--- config.mk ---
export PLATFORM = sky130hd
export DESIGN_NAME = des_key_sched
export DESIGN_NICKNAME = d
export VERILOG_FILES = /design/src/rtl/des_key_sched.sv
export SDC_FILE = /design/constraint.sdc
export NUM_CORES = 1
export LEC_CHECK = 0
export BUFFER_PORTS_ARGS = -buffer_cell sky130_fd_sc_hd__clkbuf_2
export CORE_ASPECT_RATIO = 0.8
export CORE_UTILIZATION = 25
export CTS_BUF_LIST = sky130_fd_sc_hd__clkbuf_4 sky130_fd_sc_hd__clkbuf_8 sky130_fd_sc_hd__clkbuf_16
export CTS_CLUSTER_SIZE = 28
export DETAILED_ROUTE_END_ITERATION = 10
export GPL_ROUTABILITY_DRIVEN = 1
export PLACE_DENSITY = 0.44
export SETUP_SLACK_MARGIN = 0.3
export SKIP_CTS_REPAIR_TIMING = 1
export SLEW_MARGIN = 10
export SYNTH_ARGS = -nofsm -noshare
export SYNTH_HDL_FRONTEND = slang
export SYNTH_SLANG_ARGS = --single-unit
--- constraint.sdc ---
create_clock -name clk -period 1.62 [get_ports clk]
set_input_delay 0.162 -clock clk [delete_from_list [all_inputs] [get_ports clk]]
set_output_delay 0.162 -clock clk [all_outputs]
set_load 0.01 [all_outputs]
--- src/rtl/des_key_sched.sv ---
// Sequential DES key schedule: PC-1 on key load, then one PC-2 subkey per valid/ready handshake.
// Define DES_KEYSCHED_DECRYPT_EN to honour the decrypt input (K16..K1 order via right rotations).
module des_key_sched (
    input  logic        clk,
    input  logic        rst,
    input  logic [64:1] key,
    input  logic        key_valid,
    output logic        key_ready,
    input  logic        decrypt,
    output logic [48:1] subkey,
    output logic        subkey_valid,
    input  logic        subkey_ready,
    output logic [3:0]  round,
    output logic        last
);

    typedef enum logic {
        ST_IDLE  = 1'b0,
        ST_ISSUE = 1'b1
    } state_t;

    // Tables use FIPS 46-3 numbering, where bit 1 is the MSB of the vector.
    localparam int unsigned PC1_TAB [56] = '{
        57, 49, 41, 33, 25, 17,  9,
         1, 58, 50, 42, 34, 26, 18,
        10,  2, 59, 51, 43, 35, 27,
        19, 11,  3, 60, 52, 44, 36,
        63, 55, 47, 39, 31, 23, 15,
         7, 62, 54, 46, 38, 30, 22,
        14,  6, 61, 53, 45, 37, 29,
        21, 13,  5, 28, 20, 12,  4
    };

    localparam int unsigned PC2_TAB [48] = '{
        14, 17, 11, 24,  1,  5,
         3, 28, 15,  6, 21, 10,
        23, 19, 12,  4, 26,  8,
        16,  7, 27, 20, 13,  2,
        41, 52, 31, 37, 47, 55,
        30, 40, 51, 45, 33, 48,
        44, 49, 39, 56, 34, 53,
        46, 42, 50, 36, 29, 32
    };

    function automatic logic [56:1] p_keyinit(input logic [64:1] k);
        logic [56:1] r;
        r = '0;
        for (int unsigned i = 0; i < 56; i++) begin
            r[56 - i] = k[65 - PC1_TAB[i]];
        end
        return r;
    endfunction

    function automatic logic [48:1] p_pc2(input logic [56:1] cd);
        logic [48:1] r;
        r = '0;
        for (int unsigned i = 0; i < 48; i++) begin
            r[48 - i] = cd[57 - PC2_TAB[i]];
        end
        return r;
    endfunction

    function automatic logic [28:1] rol(input logic [28:1] x, input logic two);
        return two ? {x[26:1], x[28:27]} : {x[27:1], x[28]};
    endfunction

    // Rounds 1, 2, 9 and 16 shift by one; all others by two.
    function automatic logic shift_is_two(input logic [4:0] rnd);
        return !(rnd == 5'd1 || rnd == 5'd2 || rnd == 5'd9 || rnd == 5'd16);
    endfunction

`ifdef DES_KEYSCHED_DECRYPT_EN
    function automatic logic [28:1] ror(input logic [28:1] x, input logic two);
        return two ? {x[2:1], x[28:3]} : {x[1], x[28:2]};
    endfunction
`endif

    state_t      state_q, state_d;
    logic [28:1] c_q, c_d;
    logic [28:1] d_q, d_d;
    logic [3:0]  round_q, round_d;
    logic [56:1] pc1;
    logic [4:0]  enc_next_rnd;

    assign pc1          = p_keyinit(key);
    assign enc_next_rnd = {1'b0, round_q} + 5'd2;

`ifdef DES_KEYSCHED_DECRYPT_EN
    logic       dec_q, dec_d;
    logic [4:0] dec_next_rnd;

    // Decrypt step i rotates right by the encrypt shift of round 18-i; i = round_q + 2.
    assign dec_next_rnd = 5'd16 - {1'b0, round_q};
`else
    logic unused_decrypt;
    assign unused_decrypt = decrypt;
`endif

    always_comb begin
        state_d      = state_q;
        c_d          = c_q;
        d_d          = d_q;
        round_d      = round_q;
        key_ready    = 1'b0;
        subkey_valid = 1'b0;
`ifdef DES_KEYSCHED_DECRYPT_EN
        dec_d        = dec_q;
`endif
        case (state_q)
            ST_IDLE: begin
                key_ready = 1'b1;
                if (key_valid) begin
                    state_d = ST_ISSUE;
                    round_d = '0;
`ifdef DES_KEYSCHED_DECRYPT_EN
                    dec_d = decrypt;
                    if (decrypt) begin
                        c_d = pc1[56:29];
                        d_d = pc1[28:1];
                    end else begin
                        c_d = rol(pc1[56:29], 1'b0);
                        d_d = rol(pc1[28:1], 1'b0);
                    end
`else
                    c_d = rol(pc1[56:29], 1'b0);
                    d_d = rol(pc1[28:1], 1'b0);
`endif
                end
            end
            ST_ISSUE: begin
                subkey_valid = 1'b1;
                if (subkey_ready) begin
                    if (round_q == 4'd15) begin
                        state_d = ST_IDLE;
                    end else begin
                        round_d = round_q + 4'd1;
`ifdef DES_KEYSCHED_DECRYPT_EN
                        if (dec_q) begin
                            c_d = ror(c_q, shift_is_two(dec_next_rnd));
                            d_d = ror(d_q, shift_is_two(dec_next_rnd));
                        end else begin
                            c_d = rol(c_q, shift_is_two(enc_next_rnd));
                            d_d = rol(d_q, shift_is_two(enc_next_rnd));
                        end
`else
                        c_d = rol(c_q, shift_is_two(enc_next_rnd));
                        d_d = rol(d_q, shift_is_two(enc_next_rnd));
`endif
                    end
                end
            end
            default: state_d = ST_IDLE;
        endcase
    end

    always_ff @(posedge clk or posedge rst) begin
        if (rst) begin
            state_q <= ST_IDLE;
            c_q     <= '0;
            d_q     <= '0;
            round_q <= '0;
        end else begin
            state_q <= state_d;
            c_q     <= c_d;
            d_q     <= d_d;
            round_q <= round_d;
        end
    end

`ifdef DES_KEYSCHED_DECRYPT_EN
    always_ff @(posedge clk or posedge rst) begin
        if (rst) begin
            dec_q <= 1'b0;
        end else begin
            dec_q <= dec_d;
        end
    end
`endif

    assign subkey = p_pc2({c_q, d_q});
    assign round  = round_q;
    assign last   = (state_q == ST_ISSUE) && (round_q == 4'd15);

endmodule

==> results of run 1 <==
-- per-stage QoR --
stage	TNS [ps]	cell area, um^2	worst slack, ps
2_1_floorplan	-5470	4470	-137
3_3_place_gp	-9120	5140	-182
3_5_place_dp	-11180	5140	-238
4_1_cts	-12670	5400	-278
5_1_grt	-13750	5620	-265
6_report	-8360	5620	-180
-- layout make-up --
class	count	area (um^2)	area share
Clock buffer	12	248	0.0441
Clock inverter	3	15.0	0.00267
Inverter	4	18.8	0.00334
Multi-Input combinational cell	313	2260	0.402
Sequential cell	61	1530	0.272
Tap cell	225	282	0.0501
Timing Repair Buffer	173	1260	0.225
-- cells in the mapped netlist (4+ instances only) --
library cell	instances
nor2_1	4
dfrtp_1	61
buf_4	58
o211ai_1	35
buf_6	9
nand2_1	117
ha_1	4
o2111ai_1	56
clkbuf_1	15
o211ai_2	21
a2bb2oi_1	56
buf_2	22
inv_1	4
-- worst max-delay path, cell delays in order, from the launching register on --
cell and delay [ps]:
dfrtp_2 440, ha_2 220, and3_4 220, buf_4 160, and2_1 130, clkbuf_2 120
-- layer usage --
metal,global-route usage,up-vias,share of wire
li1,-,1936,-
met1,0.228,2015,0.51
met2,0.223,100,0.44
met3,0.0355,8,0.045
met4,0.0379,0,0.0091
met5,0,-,0
-- registers in the layout (all words and copies together), names as in the netlist --
signal	cells
round	4
d_q	28
state_q	1
c_q	28
-- report_power, final --
group	internal [uW]	leakage [uW]	switching [uW]	total, uW
combinational	2800	0.00154	3380	6180
sequential	2210	0.000802	793	3000
clock	1070	0.000136	707	1780
-- path summary, 6_finish.rpt --
path	end	startpoint	cells after the start
max	last	round[1]	5
min	state_q	subkey_ready	2
max reg2reg	d_q[7]	round[1]	7
min reg2reg	c_q[5]	c_q[4]	2
max in group asynchronous	round[0]	rst	4
min in group asynchronous	d_q[26]	rst	3
-- kinds of logic after synthesis --
logic type               Yosys count  share of synthesized area
flip-flops                        61                      0.346
multiplexers                       2                    0.00454
buffers and inverters            108                      0.163
XOR/XNOR                           2                    0.00397
AO/OA/AOI/OAI                    172                      0.348
AND/OR/NAND/NOR                  133                      0.123
adder cells (fa/ha/maj)            4                     0.0114
==> impl_metrics.toml, run 1 <==
[run_status]
outcome = "finished, violations left"
violations = "negative setup slack"

[power_and_ir_drop]
p_per_area_mw_per_mm2 = 1950
p_total_uw = 11000
irDropWorstVdd_mv = 0.868
power.leakage_uw = 0.00247

[synthesis]
syn_avg_cell_area_um2 = 9.15
yosysTopAreaCell = "dfrtp_1"
syn_nets = 555
synthArstFlopShare = 1.00
ys_ff_latch = 61
ys_seq_area_frac = 0.346
synth_top_area_frac = 0.346
syn_area_mm2 = 0.00441
syn_inst = 482
synth_ff_type = "dfrtp_1"
synth_cell_types = 28
yosys-top-cells-area = "dfrtp_1 35%, a2bb2oi_1 11%, o2111ai_1 11%"
synth_edf_count = 0
yosysWarnings = 0

[floorplan]
row_count = 43
start_util = 0.255
core_area_mm2 = 0.0173
dieArea_mm2 = 0.0182
io_pins = 124
die_w_um = 150
die_h_um = 121

[cts]
h-tree-depth = 3
clkLatencyLatePin_ps = 330
cts_tree = "built"
root_buffer = "clkbuf_16"
cts_buffers = 9
clockBufferDepth = 2
cts_sinks = 61
cts.clk_slew.worst_paths_ps = 60

[sta]
min_period_ps = 1800
slew_viol_final = 0
clock_skew_ps = 8.69
hold_ws_ps = 38.5
relSlewSlack = 0.727
rsz0062_at_grt = "true"
fmaxAchievable_ghz = 0.555
finalSetupViolations = 59
worst_slew_pin_slew_ps = 409
fin_crit_sh = 1.11
hold_viol = 0
postLayoutSetupSlackWorst_ps = -180

[layout]
nNetsFinal = 635
final_common_cell = "nand2_1"
final_cell_mix = "117 x nand2_1, 114 x clkbuf_2, 58 x dfrtp_1, 55 x a2bb2oi_1, 55 x o2111ai_1"
num_antenna_cells = 0
fillCellCount = 1826
fin_util = 0.325
area_growth_pct = 27.5
final_cell_count_no_fill = 791
layout-drive-gt1-share = 0.401

[route]
routedWlPerCell_um = 18.3
ant_nets = 0
finalWirelength_mm = 14.4
viasPerCell = 5.13
first_pass_iters = 5
drt-initial-drc-count = 226
vias = 4059
drc = 0

[global_route]
grt_max_degree = 50
grt-ovfl-total = 0
antenna_found_initial = 0
grt_usage = 0.155
grt_pass1_vias = 3770
grt_first_pass_wirelength_mm = 21.8

[min_path]
hp-class = "in -> reg"

[placement]
hpwl_mm = 9.17
dp_cells = 766
place.gp.congestion = 0.749
portBuffers = 114

[worst_setup_path]
r2r_slack_ps = -180
crit_required_ps = 1460
worstPathArrival_ps = 1640
cp_max_fo = 6
worstSetupPathType = "reg -> out"
endpoint_kind = "output port"
startpoint_type = "flop"

[job]
drv_cap = 0
(Power assumes the default switching activity.)
==> inputs of run 2 (changes only) <==
--- a/config.mk
+++ b/config.mk
@@ -13,6 +13,7 @@
 export DETAILED_ROUTE_END_ITERATION = 10
 export GPL_ROUTABILITY_DRIVEN = 1
 export PLACE_DENSITY = 0.44
+export RECOVER_POWER = 50
 export SETUP_SLACK_MARGIN = 0.3
 export SKIP_CTS_REPAIR_TIMING = 1
 export SLEW_MARGIN = 10
==> run 2 against run 1 <==
  * The flow still finishes with violations (negative setup slack)
  * Critical path depth unchanged
  * Sequential cell count unchanged
  * Global-route usage unchanged
  * Non-clock buffer count unchanged
  * Sequential power about the same
  * Worst hold slack about the same
  * First-iteration DRC count up 7.1%
  * Power down 0.12%
  * Clock skew down 0.58 ps
  * Worst setup slack worse by 1.2 ps
  * Register-to-register slack about the same
==> impl_metrics.toml, run 2 (synthesis gave the netlist of run 1 again) <==
[sta]
relSlewSlack = 0.488
slew_viol_final = 0
rsz0062_at_grt = "true"
fin_crit_sh = 1.11
hold_viol = 0
tns_ps = -8430
fmaxAchievable_ghz = 0.555
finalSetupViolations = 59
min_period_ps = 1800
clock_skew_ps = 8.11
hold_ws_ps = 38.1
postLayoutSetupSlackWorst_ps = -182
worst_slew_pin_slew_ps = 764

[cts]
cts_tree = "built"
cts.clk_slew.worst_paths_ps = 60
cts_buffers = 9
clkLatencyLatePin_ps = 330
clockBufferDepth = 2
root_buffer = "clkbuf_16"
h-tree-depth = 3
cts_sinks = 61

[power_and_ir_drop]
p_switching_uw = 4870
irDropWorstVdd_mv = 0.872
p_seq_frac = 0.274
combPwrFrac = 0.564
p_per_area_mw_per_mm2 = 1950
swShare = 0.445
power.internal_uw = 6080
power.leakage_uw = 0.00247
pwr-share-clk = 0.162

[route]
dr.max_layer_used = "met4"
dr_wl_met2_mm = 6.35
ant_nets = 0
vias = 4059
drc = 0
routedWlPerCell_um = 18.2
wl_met3_um = 617
finalWirelength_mm = 14.4
drt-initial-drc-count = 242
wl_met1_mm = 7.30
first_pass_iters = 6
viasPerCell = 5.13

[global_route]
antenna_found_initial = 0
grt_pass1_vias = 3770
grt-ovfl-total = 0
grt_usage = 0.155
grt_first_pass_wirelength_mm = 21.8
grt_max_degree = 50

[floorplan]
start_util = 0.255
row_count = 43
die_h_um = 121
die_w_um = 150
dieArea_mm2 = 0.0182
io_pins = 124
core_area_mm2 = 0.0173

[layout]
nNetsFinal = 635
final_cell_mix = "117 x nand2_1, 114 x clkbuf_2, 58 x dfrtp_1, 55 x a2bb2oi_1, 55 x o2111ai_1"
fillCellCount = 1830
final_common_cell = "nand2_1"
area_growth_pct = 27.0
num_antenna_cells = 0
layout-drive-gt1-share = 0.399

[worst_setup_path]
cp_max_fo = 6
crit_required_ps = 1460
endpoint_kind = "output port"
startpoint_type = "flop"
worstPathArrival_ps = 1640
worstSetupPathType = "reg -> out"

[job]
drv_cap = 0

[placement]
portBuffers = 114
hpwl_mm = 9.17
place.gp.congestion = 0.749

[run_status]
outcome = "finished, violations left"
violations = "negative setup slack"

[min_path]
hp-class = "in -> reg"
[run 2: power by group through the flow]
stage	Combinational, uW	Clock, uW	Sequential [uW]
2_1_floorplan	4600	0	2780
3_3_place_gp	5870	0	2990
3_5_place_dp	5910	0	3010
4_1_cts	5930	1850	2990
5_1_grt	6770	1910	3110
6_report	6170	1770	3000
[run 2: path summary, 6_finish.rpt]
path | depth (start not counted) | start | slack (ps) | endpoint
max in group asynchronous | 4 | rst | 140 | c_q[20]
hold / removal | 2 | subkey_ready | 40 | state_q
min in group asynchronous | 3 | rst | 470 | d_q[26]
setup / recovery | 5 | round[1] | -180 | last
hold reg to reg | 2 | c_q[4] | 570 | c_q[5]
setup reg to reg | 7 | round[1] | -180 | d_q[7]
[run 2: worst max-delay path, stage by stage, from the launching register on]
cell,delay (ps)
dfrtp_2,440
ha_2,220
and3_4,220
buf_4,160
and2_1,130
clkbuf_2,120
[run 2: cell type report]
cell class	instances	area, um^2	share of cell area
Clock buffer	12	248	0.0442
Inverter	4	16.3	0.00290
Sequential cell	61	1530	0.273
Multi-Input combinational cell	313	2260	0.404
Clock inverter	3	15.0	0.00268
Timing Repair Buffer	173	1250	0.223
Tap cell	225	282	0.0503
[run 2: metal layers]
metal | vias up | track usage
li1 | 1938 | -
met1 | 2022 | 0.228
met2 | 91 | 0.223
met3 | 8 | 0.0355
met4 | 0 | 0.0379
met5 | - | 0
[run 2: through the flow]
stage          power [uW]  cells  worst slack [ps]   util  cell area [um^2]
2_1_floorplan        7380    482              -137      -              4470
6_report            10900    791              -182  0.324              5600
3_5_place_dp         8920    766              -238  0.297              5140
4_1_cts             10800    781              -278  0.313              5400
5_1_grt             11800    791              -265  0.324              5600
3_3_place_gp         8860    766              -182  0.297              5140
==> inputs of run 3 (changes only) <==
--- a/config.mk
+++ b/config.mk
@@ -7,12 +7,12 @@
 export LEC_CHECK = 0
 export BUFFER_PORTS_ARGS = -buffer_cell sky130_fd_sc_hd__clkbuf_2
 export CORE_ASPECT_RATIO = 0.8
-export CORE_UTILIZATION = 25
+export CORE_UTILIZATION = 30
 export CTS_BUF_LIST = sky130_fd_sc_hd__clkbuf_4 sky130_fd_sc_hd__clkbuf_8 sky130_fd_sc_hd__clkbuf_16
 export CTS_CLUSTER_SIZE = 28
 export DETAILED_ROUTE_END_ITERATION = 10
 export GPL_ROUTABILITY_DRIVEN = 1
-export PLACE_DENSITY = 0.44
+export PLACE_DENSITY = 0.51
 export RECOVER_POWER = 50
 export SETUP_SLACK_MARGIN = 0.3
 export SKIP_CTS_REPAIR_TIMING = 1
==> run 3 against run 2 <==
  * The flow still finishes with violations (negative setup slack)
  * Sequential power hardly changed
  * Utilization up 6.7 points
  * Sequential share of layout area about the same
  * Clock skew hardly changed
  * Global-route usage up 2.3 points
  * Critical path type is now reg -> reg
==> impl_metrics.toml, run 3 (synthesis gave the netlist of run 1 again) <==
[placement]
place.gp.congestion = 0.742
portBuffers = 114
place_ws_ps = -227
hpwl_mm = 8.49
placed_cell_area_mm2 = 0.00502

[sta]
fmaxAchievable_ghz = 0.545
postLayoutSetupSlackWorst_ps = -213
tns_ps = -10230
finalSetupViolations = 59
clock_skew_ps = 8.36
worst_slew_pin_slew_ps = 916
min_period_ps = 1830
hold_viol = 0
slew_viol_final = 0
fin_crit_sh = 1.13
relSlewSlack = 0.386
rsz0062_at_grt = "true"

[power_and_ir_drop]
irDropWorstVdd_mv = 0.927
p_total_uw = 11100
p_per_area_mw_per_mm2 = 1980
power.leakage_uw = 0.00244

[layout]
fillCellCount = 1456
nNetsFinal = 633
layout-drive-gt1-share = 0.379
num_antenna_cells = 0
multi_input_area_mm2 = 0.00227
final_cell_mix = "117 x nand2_1, 102 x clkbuf_2, 58 x dfrtp_1, 56 x o2111ai_1, 54 x a2bb2oi_1"
area_growth_pct = 27.0
register_area_mm2 = 0.00153
design_area_mm2 = 0.00560
final_common_cell = "nand2_1"

[cts]
h-tree-depth = 3
cts_tree = "built"
clkLatencyLatePin_ps = 340
cts_buffers = 9
clockBufferDepth = 2
cts.clk_slew.worst_paths_ps = 60
cts_sinks = 61
root_buffer = "clkbuf_16"

[worst_setup_path]
worstSetupPathType = "reg -> reg"
r2r_slack_ps = -210
startpoint_type = "flop"
cp_max_fo = 6
worstPathArrival_ps = 2050
crit_required_ps = 1830
endpoint_kind = "flop"

[global_route]
grt-ovfl-total = 0
grt_usage = 0.178
grt_pass1_vias = 3776
grt_max_degree = 58
antenna_found_initial = 0
grt_first_pass_wirelength_mm = 21.0

[route]
dr.max_layer_used = "met4"
drc = 0
wl_met3_um = 722
first_pass_iters = 4
finalWirelength_mm = 13.6
routedWlPerCell_um = 18.2
dr_wl_met2_mm = 6.08
vias = 4054
drt-initial-drc-count = 282
viasPerCell = 5.41
wl_met1_mm = 6.62
ant_nets = 0

[floorplan]
row_count = 39
die_w_um = 138
die_h_um = 110
dieArea_mm2 = 0.0152
core_area_mm2 = 0.0143
io_pins = 124
start_util = 0.308

[run_status]
outcome = "finished, violations left"
violations = "negative setup slack"

[min_path]
hp-class = "in -> reg"

[job]
drv_cap = 0
## run 3: changes by cell type in the layout (fill, tap and decap cells not counted), sizes merged
cell and delta:
clkinvlp +1, clkbuf -1, buf -1
## run 3: final timing paths
| path | from | to | cells after the start |
|---|---|---|---|
| min in group asynchronous | rst | c_q[27] | 3 |
| worst max register to register | round[1] | d_q[13] | 6 |
| worst min-delay path | subkey_ready | state_q | 2 |
| worst min register to register | c_q[4] | c_q[5] | 2 |
| max in group asynchronous | rst | c_q[3] | 4 |
| worst max-delay path | round[1] | d_q[13] | 6 |
## run 3: report_power, final
group | internal (uW) | total [uW] | switching (uW) | leakage, uW
clock network | 1130 | 1830 | 709 | 0.000142
registers | 2210 | 2990 | 779 | 0.000802
logic | 2880 | 6290 | 3400 | 0.00150
total | 6220 | 11100 | 4890 | 0.00244
## run 3: layer usage
layer | GRT usage | vias up
met2 | 0.261 | 125
met1 | 0.254 | 1977
met5 | 0 | -
met4 | 0.0476 | 0
li1 | - | 1939
met3 | 0.0482 | 13
## run 3: through the flow
stage                     utilization  std cells  hold slack [ps]
after floorplan                     -        482              265
after global placement          0.351        718              202
after detailed placement        0.351        718              203
after CTS                       0.371        734             -170
after global routing            0.392        749             47.8
final                           0.392        749             41.1
## run 3: layout make-up
class,count,share of cell area
clock buffer,12,0.0465
tap,184,0.0411
sequential,61,0.273
clock inverter,4,0.00402
inverter,4,0.00291
multi-input combinational,313,0.405
timing repair buffer,171,0.227
## run 3: critical path, stage by stage (launching register included)
cell      delay (ps)
dfrtp_2          450
ha_4             280
and3b_1          190
mux2i_4          200
o21a_4           260
buf_4            210
o211ai_2         100
